$ cat src/rtl/maheredia_arbiter_pkg.sv
// Shared constants for the button conditioner: debounce default, idle level,
// channel indices.
package maheredia_arbiter_pkg;

   localparam int   DB_CYCLES_DEF = 16;
   localparam int   CNT_W_DEF     = 8;
   localparam logic BTN_IDLE      = 1'b1;
   localparam int   P1            = 0;
   localparam int   P2            = 1;
   localparam int   NUM_CH        = 2;

   // Smallest counter width that can hold a count of n (used as a sanity helper).
   function automatic int cnt_bits(input int n);
      int b;
      b = 1;
      while ((1 << b) <= n) b++;
      return b;
   endfunction

endpackage

$ cat src/rtl/maheredia_debounce.sv
// One button channel: 2-flop synchronizer, run-length debounce counter,
// debounced state and a registered single-cycle press pulse on 1->0.
module maheredia_debounce
   import maheredia_arbiter_pkg::*;
#(
   parameter int DB_CYCLES = DB_CYCLES_DEF,
   parameter int CNT_W     = CNT_W_DEF
)(
   input  logic clk,
   input  logic rst_in_n,
   input  logic i_btn,
   output logic o_press,
   output logic o_state
);

   logic             r_sync1;
   logic             r_sync2;
   logic             r_state;
   logic             r_state_d;
   logic             r_press;
   logic [CNT_W-1:0] r_cnt;

   // Bring the asynchronous button into the clock domain; idle level on reset.
   always_ff @(posedge clk or negedge rst_in_n) begin
      if (!rst_in_n) begin
         r_sync1 <= BTN_IDLE;
         r_sync2 <= BTN_IDLE;
      end else begin
         r_sync1 <= i_btn;
         r_sync2 <= r_sync1;
      end
   end

   // Count consecutive disagreeing cycles; any agreeing cycle restarts from 0.
   // The count never passes DB_CYCLES-1: the next disagreeing cycle flips state.
   always_ff @(posedge clk or negedge rst_in_n) begin
      if (!rst_in_n) begin
         r_state <= BTN_IDLE;
         r_cnt   <= '0;
      end else if (r_sync2 == r_state) begin
         r_cnt <= '0;
      end else if (r_cnt == CNT_W'(DB_CYCLES - 1)) begin
         r_state <= r_sync2;
         r_cnt   <= '0;
      end else begin
         r_cnt <= r_cnt + 1'b1;
      end
   end

   // Pulse one cycle after the debounced state falls; releases are silent.
   always_ff @(posedge clk or negedge rst_in_n) begin
      if (!rst_in_n) begin
         r_state_d <= BTN_IDLE;
         r_press   <= 1'b0;
      end else begin
         r_state_d <= r_state;
         r_press   <= r_state_d & ~r_state;
      end
   end

   assign o_press = r_press;
   assign o_state = r_state;

endmodule

$ cat src/rtl/maheredia_btn_conditioner.sv
// Two-player button conditioner: per-channel debounce, registered active-high
// held levels and optional tie detection.
// Optional feature: define BTN_TIE_DETECT_EN to build the tie pulse; when
// undefined, tie_out is tied to 0.
module maheredia_btn_conditioner
   import maheredia_arbiter_pkg::*;
#(
   parameter int DB_CYCLES = DB_CYCLES_DEF,
   parameter int CNT_W     = CNT_W_DEF
)(
   input  logic       clk,
   input  logic       rst_in_n,
   input  logic       req1_in,
   input  logic       req2_in,
   output logic       press1_out,
   output logic       press2_out,
   output logic [1:0] held_out,
   output logic       tie_out
);

   logic [NUM_CH-1:0] w_req;
   logic [NUM_CH-1:0] w_press;
   logic [NUM_CH-1:0] w_state;
   logic [NUM_CH-1:0] r_held;

   assign w_req[P1] = req1_in;
   assign w_req[P2] = req2_in;

   for (genvar g = 0; g < NUM_CH; g++) begin : g_ch
      maheredia_debounce #(
         .DB_CYCLES (DB_CYCLES),
         .CNT_W     (CNT_W)
      ) u_db (
         .clk      (clk),
         .rst_in_n (rst_in_n),
         .i_btn    (w_req[g]),
         .o_press  (w_press[g]),
         .o_state  (w_state[g])
      );
   end

   // Held level tracks the inverted debounced state one cycle later, so it
   // moves on the same edge as the press pulse.
   always_ff @(posedge clk or negedge rst_in_n) begin
      if (!rst_in_n) r_held <= '0;
      else           r_held <= ~w_state;
   end

   assign press1_out = w_press[P1];
   assign press2_out = w_press[P2];
   assign held_out   = r_held;

`ifdef BTN_TIE_DETECT_EN
   // Both pulses are registered, so their AND is glitch-free and coincident.
   assign tie_out = w_press[P1] & w_press[P2];
`else
   assign tie_out = 1'b0;
`endif

endmodule

$ cat config.mk
export PLATFORM = sky130hd
export DESIGN_NAME = maheredia_btn_conditioner
export DESIGN_NICKNAME = d
export VERILOG_FILES = /design/src/rtl/maheredia_arbiter_pkg.sv /design/src/rtl/maheredia_debounce.sv /design/src/rtl/maheredia_btn_conditioner.sv
export SDC_FILE = /design/constraint.sdc
export NUM_CORES = 1
export LEC_CHECK = 0
export ABC_AREA = 1
export CORE_ASPECT_RATIO = 2
export CORE_MARGIN = 2
export CORE_UTILIZATION = 30
export CTS_BUF_LIST = sky130_fd_sc_hd__clkbuf_4 sky130_fd_sc_hd__clkbuf_8
export DETAILED_ROUTE_END_ITERATION = 10
export GPL_TIMING_DRIVEN = 1
export SLEW_MARGIN = 10
export SYNTH_ARGS = -nofsm -noshare
export SYNTH_HDL_FRONTEND = slang
export SYNTH_SLANG_ARGS = --single-unit
$ cat constraint.sdc
create_clock -name clk -period 1.2 [get_ports clk]
set_clock_uncertainty 0.15 [all_clocks]
set_input_delay 0.24 -clock clk [delete_from_list [all_inputs] [get_ports clk]]
set_output_delay 0.24 -clock clk [all_outputs]
set_load 0.05 [all_outputs]
# Word level (Yosys, flattened, before mapping)
# Cells that the tools add are included.
# op_classes
addsub	2
n_mul	0
n_div	0
n_lt_le_gt_ge	0
eq_ne	4
shifts	0
muxes	4
bitwise_logic	7
reduce_logical	2
# op_table
cell	count
2-to-1 mux 8 bit	4
adder 8 x 1 -> 8 bit (second input constant)	2
equality test 8 x 4 -> 1 bit (second input constant)	2
inverter 1 bit	4
AND reduction 2 bit	2
AND 1 bit	2
equality test 1 bit	2
inverter 2 bit	1
# totals
reg_bits	28
latch_bits	0
ram_bits	0
mem_bits_ro	0
input_bits	4
wordCells	32
mem_count	0

# Logic depth before layout (Yosys ltp)
# depth
ltp_word	3
depth_mapped	7

# Hierarchy
# Synthesis repeated with hierarchy kept, for this count alone.
# hier_totals
cells_unflattened	134
area_unflattened_um2	1237.4
# modules_own_cells
mod	instances	cells_each	area_per_inst_um2	seq_area_each_um2
maheredia_debounce at g_ch[0].u_db	1	64	596.8	330.3
maheredia_debounce at g_ch[1].u_db	1	64	571.8	330.3
maheredia_btn_conditioner	1	6	68.8	50.0

# Least setup slack after synthesis
# No wires, ideal clock.
# synth_path
path_kind	reg-to-reg
startpoint	register g_ch[1].u_db.r_cnt[0]
endpoint	register g_ch[1].u_db.r_cnt[0]
setup_time_ps	120
arrival_time_ps	965
required_time_ps	930
path_slack_ps	-36
path_stages_with_launch	7
path_buffers	0
period_less_slack_ps	1236
path_cell_list	dfrtp_1 > ha_1 > nand2_1 > inv_2 > nand2_1 > o21ai_2 > nor2_1
# synth_between
elab_chain_len	3
elab_cells_between_ends	4
classes_between	add/sub: 1; eq/ne: 1; mux: 2
# synth_rtl
item	line_no	source
start, declared	maheredia_debounce.sv:21	logic [CNT_W-1:0] r_cnt;
start signal, assigned	maheredia_debounce.sv:46	r_cnt <= r_cnt + 1'b1;
adder 8 x 1 -> 8 bit / equality test 8 x 4 -> 1 bit (equally long branches)	maheredia_debounce.sv:46, maheredia_debounce.sv:42	
2-to-1 mux 8 bit *	maheredia_debounce.sv:42	end else if (r_cnt == CNT_W'(DB_CYCLES - 1)) begin
2-to-1 mux 8 bit *	maheredia_debounce.sv:40	end else if (r_sync2 == r_state) begin
# Every way passes the cells marked *; elsewhere a longest branch is shown, timed or not.
# A chain may end at the register's enable or synchronous reset.

# Final worst setup path
# layout_path
startpoint	register g_ch[1].u_db.r_cnt[1]
endpoint	register g_ch[1].u_db.r_cnt[3]
# Same word-level chain as after synthesis.

==> results.md <==
- Run status: finished with violations
- Failing checks: setup timing
- Initial antenna violation count: 0
- Worst hold path class: in -> async
- GPL Wtd Cong: 0.857
- Unrepaired setup endpoints after global routing: true
- Starting Density: 31.2%
- Endpoints failing setup: 14
- Switch Pwr: 366 uW
- Multiplexer share of the synthesized area: 0%
- Final ANT Viol Nets: 0
- CP max stage delay: 0.37 ns
- DP Area: 1470 um^2
- Int Power: 1.30 mW
- CP Data Required Time: 1.22 ns
- Critical Path Source Type: register
- Syn_nets: 141
- Post-synth cell types: 18
- Final hold viol count: 0
- H-tree Lvls: 1
- Final core occ: 43.3%
- Avg Inst Size Synth: 8.97 um^2
- Synth area leader: dfrtp_1
- Grt peak-use layer: met2
- Clk slew on worst S/H paths: 0.09 ns
- Total global-route track usage: 11.4%
- Setup crit end kind: register
- Setup ws final: -0.0770 ns
- Fmax: 783 MHz
- Synth cell count leaders: nand2_1, nor2_1, dfrtp_1, inv_1, nand3_1
- Design area: 1680 um^2
- TritonRoute pass-1 iters: 4
- Syn-to-layout area delta: 38.9%
- Port Buffers: 7
- Placed Cells: 200
- Crit-path max FO: 5
- # DRC: 0
- MaxCap Viol Count: 0
- Gate power share: 8.6%
- Site Rows: 32
- Clock share of power: 32.0%
- Setup TNS: -0.574 ns
- Nets: 169
- Die Y: 93.9 um
- Finished Layout Cells: 213
- Sw frac: 21.9%
- GR Layer Usage met3: 2.39%
- Post-synth EDFFs: 0
- Post-synth top area share: 41.3%
- WS Path Type: reg -> reg
- CTS Buffer Depth: 2
- Slowest-stage cell, CP: dfrtp_1
- Dominant synthesized flop cell: dfrtp_1
- Flop pwr share: 59.4%
- Via density: 4.43
- Main combinational cell family by area after synthesis: simple AND/OR/NAND/NOR gates
- Synth Area in XOR/XNOR: 4.13%
- Sequential-to-total area share from yosys stat: 58.7%
- CP top delay family: flip-flops
- Worst R2R Setup Slack: -0.08 ns
- Worst r2r src: g_ch[1].u_db.r_cnt[1]
- Global-route met2 utilization: 21.9%
- Die width: 48.9 um
- Die area: 4590 um^2
- I/O pin cnt: 9
- WP data arrival: 1.29 ns
- Most frequent cell after synthesis: nand2_1
- CTS tree: yes
- DR vias: 943
- Grt ovf: 0
- CTS buffer count: 3
- Clock latency on the worst-skew pair: 0.27 ns
- Number of diodes: 0
- First-pass GRT wire length: 4.12 mm
- Leak: 0.776 nW
- Average wire per cell in the routed design: 11.0 um
- Post-Syn Instances: 135
- Post-synthesis adder-cell area fraction: 2.07%
- Worst vdd ir: 0.000737 V
- Mapped Area: 1210 um^2
- Routed Wire Length: 2.35 mm
- Final worst-path cycle share: 106%
- Buf+Inv Stages, Crit Path: 1
- Period minus WS final: 1.28 ns
- Synth Area in Compound Gates: 3.93%
- Power per cell area: 990 nW/um^2
- Ys async rst share: 100%
- Synth Register Bits: 28
- Core Area: 3880 um^2
- GR Util met1: 11.9%
- Clock tree root buffer cell: clkbuf_8
- Number of DRC markers in iteration 0: 16
- Largest net degree at the start of global routing: 29
- Yosys warns: 0
- Worst r2r dst: g_ch[1].u_db.r_cnt[3]
- DP Wirelength: 1.66 mm
- Worst r2r path cells: 6
- CP Cell Sequence: ha_2 > nand2_2 > inv_4 > nand2_4 > o21ai_4 > nor2_1
- Synth area leaders: dfrtp_1, dfstp_2, nand2_1
- Simple-gate share of the synthesized area: 24.1%
- Pwr Total: 1.67 mW
- Max-slew violations: 0
- Layout cells sized above 1: 40.7%
- Vias in the first global route: 951
- Num Clock Sinks: 28
flip-flops by register name, summed over array words and instances (netlist names):
signal,cells
g_ch.u_db.o_press,2
held_out,2
g_ch.u_db.r_sync1,2
g_ch.u_db.r_cnt,16
g_ch.u_db.r_state_d,2
g_ch.u_db.r_sync2,2
g_ch.u_db.o_state,2
cells by family (layout without fill, tap and decap cells):
family,after synthesis,count (layout)
AOI/OAI and AO/OA,8,8
adders and majority gates,2,2
DFF,28,28
xor gates and xnor gates,4,4
buffers and inverters,21,48
and+or+nand+nor,71,71
other,1,1
what timing repair did:
item / 4_1_cts / 5_1_grt
pin swaps: 5 / 7
setup endpoints to repair: 12 / 18
resized for setup: 15 / 15
setup buffers: 6 / 4
cloned: 0 / 0
hold buffers: 0 / 0
power groups by stage:
stage / Clock (mW) / Combinational, mW / Sequential, mW
final: 0.532 / 0.143 / 0.991
after global placement: 0 / 0.114 / 1.01
after detailed placement: 0 / 0.117 / 1.01
after floorplan: 0 / 0.0491 / 1.01
after CTS: 0.554 / 0.138 / 0.989
after global routing: 0.600 / 0.161 / 0.994
cell type report:
class	count	area, um^2
fill	391	2200
timing repair buffer	24	267
tap	51	63.8
multi-input combinational	86	510
sequential	28	713
inverter	20	80.1
clock buffer	4	48.8
stage by stage:
stage	hold WS [ns]	setup slack (ns)
floorplan	-0.206	0.00677
global placement	0.197	-0.0656
detailed placement	0.197	-0.105
CTS	0.172	-0.0753
global route	0.191	-0.146
finish	0.168	-0.0770
how the worst max path moves through the flow:
| stage | start | end | slack, ns | cells past startpoint |
|---|---|---|---|---|
| detailed placement | g_ch[0].u_db.r_cnt[1] | g_ch[0].u_db.r_cnt[0] | -0.10 | 6 |
| global route | g_ch[1].u_db.r_cnt[1] | g_ch[1].u_db.r_cnt[0] | -0.15 | 6 |
| floorplan | g_ch[0].u_db.r_cnt[0] | g_ch[0].u_db.r_cnt[0] | 0.007 | 6 |
| finish | g_ch[1].u_db.r_cnt[1] | g_ch[1].u_db.r_cnt[3] | -0.08 | 6 |
| CTS | g_ch[0].u_db.r_cnt[1] | g_ch[0].u_db.r_cnt[0] | -0.08 | 6 |
| global placement | g_ch[0].u_db.r_cnt[1] | g_ch[0].u_db.r_cnt[0] | -0.07 | 6 |
placed cells by master, fill, tap and decap left out, drive strengths merged:
| cell type | n |
|---|---|
| buf | 21 |
| nand3 | 10 |
| clkbuf | 4 |
| a21oi | 2 |
| xnor2 | 2 |
| conb | 1 |
| dfstp | 8 |
| nor2 | 27 |
| clkdlybuf4s50 | 3 |
| nand2 | 32 |
| o21ai | 6 |
| dfrtp | 20 |
| xor2 | 2 |
| nor3 | 2 |
| ha | 2 |
| inv | 20 |
per-layer routing:
metal  share of wire [%]  wire length, um
met1                  36              847
met2                  59             1380
met3                 3.2               74
met4                 2.1               50
met5                   0                0
Note: power is estimated with default switching activity, not from simulation.
